File: src/rtl/dso_buffer_reader_pkg.sv
// dso_buffer_reader_pkg
//  Shared definitions for the DSO readout path: reader FSM state encoding,
//  the frame sync byte, the byte-order constant and a helper that forms the
//  trigger-position header byte. The SPI slave decoder imports the same
//  package, so both ends agree on framing.
//  No ports (package).

package dso_buffer_reader_pkg;

    // Reader FSM states. HDR0/HDR1 are only reachable when the frame header
    // is compiled in.
    typedef enum logic [2:0] {
        ST_IDLE  = 3'd0,
        ST_HDR0  = 3'd1,
        ST_HDR1  = 3'd2,
        ST_FETCH = 3'd3,
        ST_WAIT  = 3'd4,
        ST_HI    = 3'd5,
        ST_LO    = 3'd6,
        ST_DONE  = 3'd7
    } rdr_state_e;

    // First header byte, lets the receiver find frame boundaries.
    localparam logic [7:0] DSO_SYNC_BYTE = 8'hA5;

    // Each 16-bit sample leaves as two bytes, most significant byte first.
    localparam bit DSO_BYTE_ORDER_HI_FIRST = 1'b1;

    // Trigger position inside the frame, reduced to the buffer address width
    // and zero-extended to one byte.
    function automatic logic [7:0] trig_pos_byte(input int depth, input int pre);
        return 8'(pre % (1 << depth));
    endfunction

endpackage

File: src/rtl/dso_word_serializer.sv
// dso_word_serializer
//  Turns a 16-bit word into two bytes on a valid/ready stream. A "single"
//  load emits only load_data[7:0]; the reader uses it for header bytes.
//  A new load may be applied in the same cycle the last byte is accepted,
//  which keeps out_valid high without a bubble.
//  Ports:
//   clk, rst        clock, asynchronous active-high reset
//   load            take load_data this cycle (only when empty or on last accept)
//   load_single     emit one byte (load_data[7:0]) instead of two
//   load_data[15:0] word to serialize
//   out_ready       downstream accepts byte when out_valid & out_ready
//   out_data[7:0]   stream byte (registered)
//   out_valid       stream valid (registered)
//   accept          out_valid & out_ready this cycle
//   last            the byte currently offered is the final byte of the load

module dso_word_serializer #(
    parameter bit HI_FIRST = 1'b1
) (
    input  logic        clk,
    input  logic        rst,
    input  logic        load,
    input  logic        load_single,
    input  logic [15:0] load_data,
    input  logic        out_ready,
    output logic [7:0]  out_data,
    output logic        out_valid,
    output logic        accept,
    output logic        last
);

    logic       valid_q, valid_d;
    logic       more_q, more_d;
    logic [7:0] data_q, data_d;
    logic [7:0] second_q, second_d;
    logic [7:0] first_byte, other_byte;

    assign first_byte = HI_FIRST ? load_data[15:8] : load_data[7:0];
    assign other_byte = HI_FIRST ? load_data[7:0]  : load_data[15:8];

    // Holding state is the default, so an offered byte stays put while the
    // receiver stalls. A load overrides the emptying caused by a last accept.
    always_comb begin
        valid_d  = valid_q;
        more_d   = more_q;
        data_d   = data_q;
        second_d = second_q;
        accept   = valid_q & out_ready;
        last     = ~more_q;

        if (accept) begin
            if (more_q) begin
                data_d = second_q;
                more_d = 1'b0;
            end else begin
                valid_d = 1'b0;
            end
        end

        if (load) begin
            valid_d  = 1'b1;
            more_d   = ~load_single;
            data_d   = load_single ? load_data[7:0] : first_byte;
            second_d = other_byte;
        end
    end

    always_ff @(posedge clk or posedge rst) begin
        if (rst) begin
            valid_q  <= 1'b0;
            more_q   <= 1'b0;
            data_q   <= '0;
            second_q <= '0;
        end else begin
            valid_q  <= valid_d;
            more_q   <= more_d;
            data_q   <= data_d;
            second_q <= second_d;
        end
    end

    assign out_data  = data_q;
    assign out_valid = valid_q;

endmodule

File: src/rtl/dso_buffer_reader.sv
// dso_buffer_reader
//  Readout stage of the DSO capture path. After a capture handshake it reads
//  the whole circular sample buffer, starting PRE_SAMPLES words before the
//  trigger address and wrapping mod 2^DEPTH, and streams every 16-bit word
//  as two bytes (high first) to the SPI slave. capture_ready is held low for
//  the whole frame so the ADC driver cannot overwrite the buffer.
//  Optional build macro DSO_RDR_HEADER_EN: prefixes each frame with the sync
//  byte 0xA5 and the trigger position byte.
//  Ports:
//   clk, rst            clock, asynchronous active-high reset
//   capture_valid       capture complete, buffer frozen
//   trig_addr[DEPTH]    trigger sample address, taken on the handshake
//   capture_ready       reader idle, may accept a capture
//   rd_en, rd_addr      buffer read strobe/address; rd_data valid one cycle later
//   rd_data[16]         buffer read data
//   out_data[8]         stream byte
//   out_valid/out_ready stream handshake
//   busy                frame in progress

module dso_buffer_reader
    import dso_buffer_reader_pkg::*;
#(
    parameter int DEPTH       = 6,
    parameter int PRE_SAMPLES = 8
) (
    input  logic             clk,
    input  logic             rst,
    input  logic             capture_valid,
    input  logic [DEPTH-1:0] trig_addr,
    output logic             capture_ready,
    output logic             rd_en,
    output logic [DEPTH-1:0] rd_addr,
    input  logic [15:0]      rd_data,
    output logic [7:0]       out_data,
    output logic             out_valid,
    input  logic             out_ready,
    output logic             busy
);

    localparam logic [DEPTH-1:0] PRE_OFF     = DEPTH'(PRE_SAMPLES);
    localparam logic [DEPTH:0]   FRAME_WORDS = (DEPTH+1)'(1 << DEPTH);

    rdr_state_e       state_q, state_d;
    logic [DEPTH-1:0] start_q, start_d;
    logic [DEPTH:0]   cnt_q, cnt_d;
    logic [DEPTH-1:0] rd_addr_q, rd_addr_d;
    logic             rd_en_q, rd_en_d;
    logic             cap_ready_q, cap_ready_d;
    logic             busy_q, busy_d;

    logic             handshake;
    logic             ser_load, ser_single;
    logic [15:0]      ser_data;
    logic             ser_accept, ser_last;

    // cap_ready_q is only ever high in IDLE, so a handshake can never
    // disturb a frame in progress.
    assign handshake = capture_valid & cap_ready_q;

    // Next-state logic. Outputs are registered from the next state so that
    // each state's strobe is visible in exactly the cycle the FSM is in it.
    always_comb begin
        state_d    = state_q;
        start_d    = start_q;
        cnt_d      = cnt_q;
        ser_load   = 1'b0;
        ser_single = 1'b0;
        ser_data   = rd_data;

        case (state_q)
            ST_IDLE: begin
                if (handshake) begin
                    start_d = trig_addr - PRE_OFF;
                    cnt_d   = '0;
`ifdef DSO_RDR_HEADER_EN
                    state_d    = ST_HDR0;
                    ser_load   = 1'b1;
                    ser_single = 1'b1;
                    ser_data   = {8'h00, DSO_SYNC_BYTE};
`else
                    state_d = ST_FETCH;
`endif
                end
            end
`ifdef DSO_RDR_HEADER_EN
            // The position byte is loaded in the same cycle the sync byte
            // leaves, so the header goes out back to back.
            ST_HDR0: begin
                if (ser_accept) begin
                    state_d    = ST_HDR1;
                    ser_load   = 1'b1;
                    ser_single = 1'b1;
                    ser_data   = {8'h00, trig_pos_byte(DEPTH, PRE_SAMPLES)};
                end
            end
            ST_HDR1: begin
                if (ser_accept) begin
                    state_d = ST_FETCH;
                end
            end
`endif
            ST_FETCH: state_d = ST_WAIT;
            // rd_data belongs to the address strobed in FETCH here.
            ST_WAIT: begin
                state_d  = ST_HI;
                ser_load = 1'b1;
            end
            ST_HI: begin
                if (ser_accept) begin
                    state_d = ST_LO;
                end
            end
            ST_LO: begin
                if (ser_accept && ser_last) begin
                    cnt_d   = cnt_q + (DEPTH+1)'(1);
                    state_d = (cnt_d == FRAME_WORDS) ? ST_DONE : ST_FETCH;
                end
            end
            ST_DONE: state_d = ST_IDLE;
            default: state_d = ST_IDLE;
        endcase

        rd_en_d     = (state_d == ST_FETCH);
        rd_addr_d   = rd_en_d ? (start_d + cnt_d[DEPTH-1:0]) : rd_addr_q;
        cap_ready_d = (state_d == ST_IDLE);
        busy_d      = ~cap_ready_d;
    end

    // Reset leaves every output low, including capture_ready; it rises on
    // the first edge after release because the next state is IDLE.
    always_ff @(posedge clk or posedge rst) begin
        if (rst) begin
            state_q     <= ST_IDLE;
            start_q     <= '0;
            cnt_q       <= '0;
            rd_addr_q   <= '0;
            rd_en_q     <= 1'b0;
            cap_ready_q <= 1'b0;
            busy_q      <= 1'b0;
        end else begin
            state_q     <= state_d;
            start_q     <= start_d;
            cnt_q       <= cnt_d;
            rd_addr_q   <= rd_addr_d;
            rd_en_q     <= rd_en_d;
            cap_ready_q <= cap_ready_d;
            busy_q      <= busy_d;
        end
    end

    dso_word_serializer #(
        .HI_FIRST (DSO_BYTE_ORDER_HI_FIRST)
    ) u_ser (
        .clk         (clk),
        .rst         (rst),
        .load        (ser_load),
        .load_single (ser_single),
        .load_data   (ser_data),
        .out_ready   (out_ready),
        .out_data    (out_data),
        .out_valid   (out_valid),
        .accept      (ser_accept),
        .last        (ser_last)
    );

    assign capture_ready = cap_ready_q;
    assign rd_en         = rd_en_q;
    assign rd_addr       = rd_addr_q;
    assign busy          = busy_q;

endmodule

File: config.mk
export PLATFORM = sky130hd
export DESIGN_NAME = dso_buffer_reader
export DESIGN_NICKNAME = d
export VERILOG_FILES = /design/src/rtl/dso_buffer_reader_pkg.sv /design/src/rtl/dso_word_serializer.sv /design/src/rtl/dso_buffer_reader.sv
export SDC_FILE = /design/constraint.sdc
export NUM_CORES = 1
export LEC_CHECK = 0
export ABC_AREA = 1
export BUFFER_PORTS_ARGS = -buffer_cell sky130_fd_sc_hd__buf_2
export CORE_MARGIN = 3
export CORE_UTILIZATION = 60
export CTS_BUF_LIST = sky130_fd_sc_hd__clkbuf_8
export DETAILED_ROUTE_END_ITERATION = 8
export GPL_TIMING_DRIVEN = 0
export PLACE_DENSITY = 0.86
export SLEW_MARGIN = 20
export SYNTH_ARGS = -nofsm -noshare
export SYNTH_HDL_FRONTEND = slang
export SYNTH_SLANG_ARGS = --single-unit
File: constraint.sdc
create_clock -name clk -period 7.4 [get_ports clk]
set_clock_uncertainty 0.1 [all_clocks]
set_input_delay 0.37 -clock clk [delete_from_list [all_inputs] [get_ports clk]]
set_output_delay 0.37 -clock clk [all_outputs]
set_load 0.02 [all_outputs]
==> metrics.txt <==
total half-perimeter wirelength after legalization and detailed placement=3400 µm; Hold/Removal Path Class=in2reg; most frequent cells after synthesis=sky130_fd_sc_hd__nand2_1, sky130_fd_sc_hd__dfrtp_1, sky130_fd_sc_hd__nand3_1; Post-Syn Instances=246; syn_area_per_cell=8.60 µm²; worst vdd rail ir drop=roughly 260 µV; WP data required=7.49 ns; gr ovfl total=0; synth-to-layout area growth=19.1%; first-pass GRT wire length=between 8000 and 9000 µm; highest clock rate=351 MHz; Vias/cell=5.45; routed len/inst=13.7 µm; asr flop ratio synth=1.00; # clock sinks=43; worst slew margin relative to its limit=0.677; DRC violation total after the first TritonRoute iteration=128; total of max-cap violations=0; maximum number of pins on one net before global-route repair=35; largest cells by area after synthesis=sky130_fd_sc_hd__dfrtp_1, sky130_fd_sc_hd__nand2_1, sky130_fd_sc_hd__nand3_1; net count of the finished layout=333; Clk Tree Root Cell=sky130_fd_sc_hd__clkbuf_8; first element of the critical path=state_q[1]$_DFF_PP0_; Routability Congestion=0.897; clock buffer depth=2; Worst Max-Slew Pin Slew=0.484 ns; initial antenna violation count=0; die span in x=65.4 µm; number of levels in the clock H-tree=2; Die H=65.4 µm; Routed WL=4710 µm; die area=~4300 µm²; post-route ant nets=0; CTS tree=yes; Yosys top cell area share=0.509; antenna diode instance count=0; most area-hungry cell type in the Yosys netlist=sky130_fd_sc_hd__dfrtp_1; final count of pins violating max slew=0; 1st-pass router iterations=5; end-of-flow core utilization=0.786; CP max FO=10; arrival time of data at the critical path endpoint=a little under 3 ns; endpoint type of the worst setup path=flop; fraction of final layout cells with drive strength greater than 1=0.244; period utilisation layout=0.385; post-synth net total=between 200 and 300; register area=1080 µm²; final-report hold violation count=0; DRC violation count after routing=0; most frequent cell after synthesis=sky130_fd_sc_hd__nand2_1; most frequently used flop master after synthesis=sky130_fd_sc_hd__dfrtp_1; PwrDens=405 nW/µm²; worst min-delay path startpoint=rd_data[3]; sequential-to-total area share from yosys stat=0.509; vias in the first global route=1934; overall fraction of global-route tracks in use=0.256; min Tclk post-route=2.85 ns; origin of the critical flop-to-flop path=state_q[1]$_DFF_PP0_; Fin Setup TNS=0 ns; status=finished clean; Core Region=3200 µm²; area of the mapped netlist=2110 µm²; category of the worst setup path launch point=flop; clock-pin slew reported for the worst setup and hold paths after clock tree synthesis=roughly 0.080 ns; CTS Buf Count=5; cell leakage power=0.00134 µW; total number of yosys warnings=0; Via Count=between 1500 and 2000; clock latency at the later pin of the worst-skew pair=0.30 ns; Placement Rows=20; area occupied by multi-input gates=~900 µm²; setup repair after global routing missed its margin=no; critical path type=reg2reg; number of enable flip-flop cells after synthesis=0; quantity of I/O buffers inserted on ports=43; quantity of gates resized following cts=0; initial core utilization=0.660; Synth Register Bits=43; count of unique library cells instantiated by Yosys=29; top-level port count=44; final-layout fill cell count=238; total of endpoints with negative setup slack in the final report=0
-- cell type report --
| class | instances | share of cell area |
|---|---|---|
| flip-flops and latches | 43 | 0.427 |
| well taps | 44 | 0.0219 |
| repair buffers | 45 | 0.0974 |
| clock inverters | 1 | 0.00298 |
| clock buffers | 7 | 0.0383 |
| multi-input cells | 173 | 0.364 |
| plain buffers | 6 | 0.0129 |
| inverters | 24 | 0.0358 |
-- sequential cells by signal, summed over array words and instances (netlist names) --
name	cells
busy	1
capture_ready	1
cnt_q	7
rd_addr	6
rd_en	1
start_q	6
state_q	3
u_ser.more_q	1
u_ser.out_data	8
u_ser.out_valid	1
u_ser.second_q	8
-- metrics by stage --
stage	area, µm²	hold WS, ns	total power, µW	worst slack, ns	std cells
final	2520	0.207	1020	4.55	343
after global routing	2520	0.217	1100	4.28	343
after CTS	2520	0.205	1020	4.56	343
after global placement	2380	0.350	828	4.72	333
after floorplan	2110	0.336	714	4.99	246
after detailed placement	2400	0.204	848	4.60	334
-- where the power goes --
part	switching, µW	internal [µW]	leakage (µW)	total (µW)
clock	79.4	84.9	0.0000505	164
combinational	315	155	0.000757	471
sequential	50.5	334	0.000534	384
-- logic make-up after synthesis --
group	after synthesis	share of synthesized area
flip-flops	43	0.509
buffers and inverters	30	0.0580
AND/OR/NAND/NOR	133	0.282
adder cells (fa/ha/maj)	9	0.0568
XOR/XNOR	5	0.0207
AO/OA/AOI/OAI	26	0.0734
-- worst paths after layout --
path	end	slack, ns	depth (start not counted)
setup / recovery	rd_addr[5]$_DFFE_PP0N_	4.55	16
hold / removal	u_ser.second_q[3]$_DFFE_PP0P_	0.21	3
setup reg to reg	rd_addr[5]$_DFFE_PP0N_	4.55	16
hold reg to reg	u_ser.second_q[7]$_DFFE_PP0P_	0.38	2
max in group asynchronous	state_q[1]$_DFF_PP0_	6.33	4
min in group asynchronous	rd_en$_DFF_PP0_	0.44	3
-- routing by layer --
| metal | vias to the layer above | track usage | share of wire |
|---|---|---|---|
| met3 | 15 | 0.0718 | 0.055 |
| met2 | 49 | 0.416 | 0.49 |
| met5 | - | 0 | 0 |
| met4 | 0 | 0.122 | 0.025 |
| li1 | 911 | - | - |
| met1 | 893 | 0.315 | 0.43 |
-- cells in the final DEF, fill, tap and decap left out --
master,count
sky130_fd_sc_hd__a21oi_1,4
sky130_fd_sc_hd__a22o_1,1
sky130_fd_sc_hd__a31oi_1,8
sky130_fd_sc_hd__buf_12,1
sky130_fd_sc_hd__buf_2,45
sky130_fd_sc_hd__buf_4,2
sky130_fd_sc_hd__clkbuf_1,2
sky130_fd_sc_hd__clkbuf_8,7
sky130_fd_sc_hd__clkinvlp_4,1
sky130_fd_sc_hd__dfrtp_1,43
sky130_fd_sc_hd__dlygate4sd3_1,1
sky130_fd_sc_hd__fa_1,1
sky130_fd_sc_hd__ha_1,8
sky130_fd_sc_hd__inv_1,19
sky130_fd_sc_hd__inv_2,5
sky130_fd_sc_hd__nand2_1,72
sky130_fd_sc_hd__nand2_2,2
sky130_fd_sc_hd__nand2_4,1
sky130_fd_sc_hd__nand3_1,32
sky130_fd_sc_hd__nand3_2,3
sky130_fd_sc_hd__nand4_1,3
sky130_fd_sc_hd__nor2_1,14
sky130_fd_sc_hd__nor2_2,3
sky130_fd_sc_hd__nor2_4,1
sky130_fd_sc_hd__nor3_1,1
sky130_fd_sc_hd__o21ai_0,5
sky130_fd_sc_hd__o21ai_1,3
sky130_fd_sc_hd__o21ai_2,1
sky130_fd_sc_hd__o221ai_1,1
sky130_fd_sc_hd__o22ai_1,3
sky130_fd_sc_hd__or2_2,1
sky130_fd_sc_hd__xnor2_1,4
sky130_fd_sc_hd__xor2_1,1
-- critical path: stages (launching register included) --
cell and delay [ns]:
sky130_fd_sc_hd__dfrtp_1 0.46, sky130_fd_sc_hd__nor2_4 0.27, sky130_fd_sc_hd__nand4_1 0.16, sky130_fd_sc_hd__buf_4 0.22, sky130_fd_sc_hd__nand2_4 0.11, sky130_fd_sc_hd__inv_2 0.07
sky130_fd_sc_hd__nand2_1 0.06, sky130_fd_sc_hd__o21ai_0 0.12, sky130_fd_sc_hd__ha_1 0.38, sky130_fd_sc_hd__nand2_1 0.08, sky130_fd_sc_hd__or2_2 0.29, sky130_fd_sc_hd__nand3_1 0.10
sky130_fd_sc_hd__inv_1 0.05, sky130_fd_sc_hd__nand3_1 0.08, sky130_fd_sc_hd__nand2_1 0.06, sky130_fd_sc_hd__nand2_1 0.06, sky130_fd_sc_hd__nand2_1 0.06
-- timing repair --
item	4_1_cts	5_1_grt
endpoints found under the hold margin	9	0
setup buffers	0	0
setup endpoints to repair	0	0
hold buffers	1	0
Note: power is estimated with default switching activity, not from simulation.
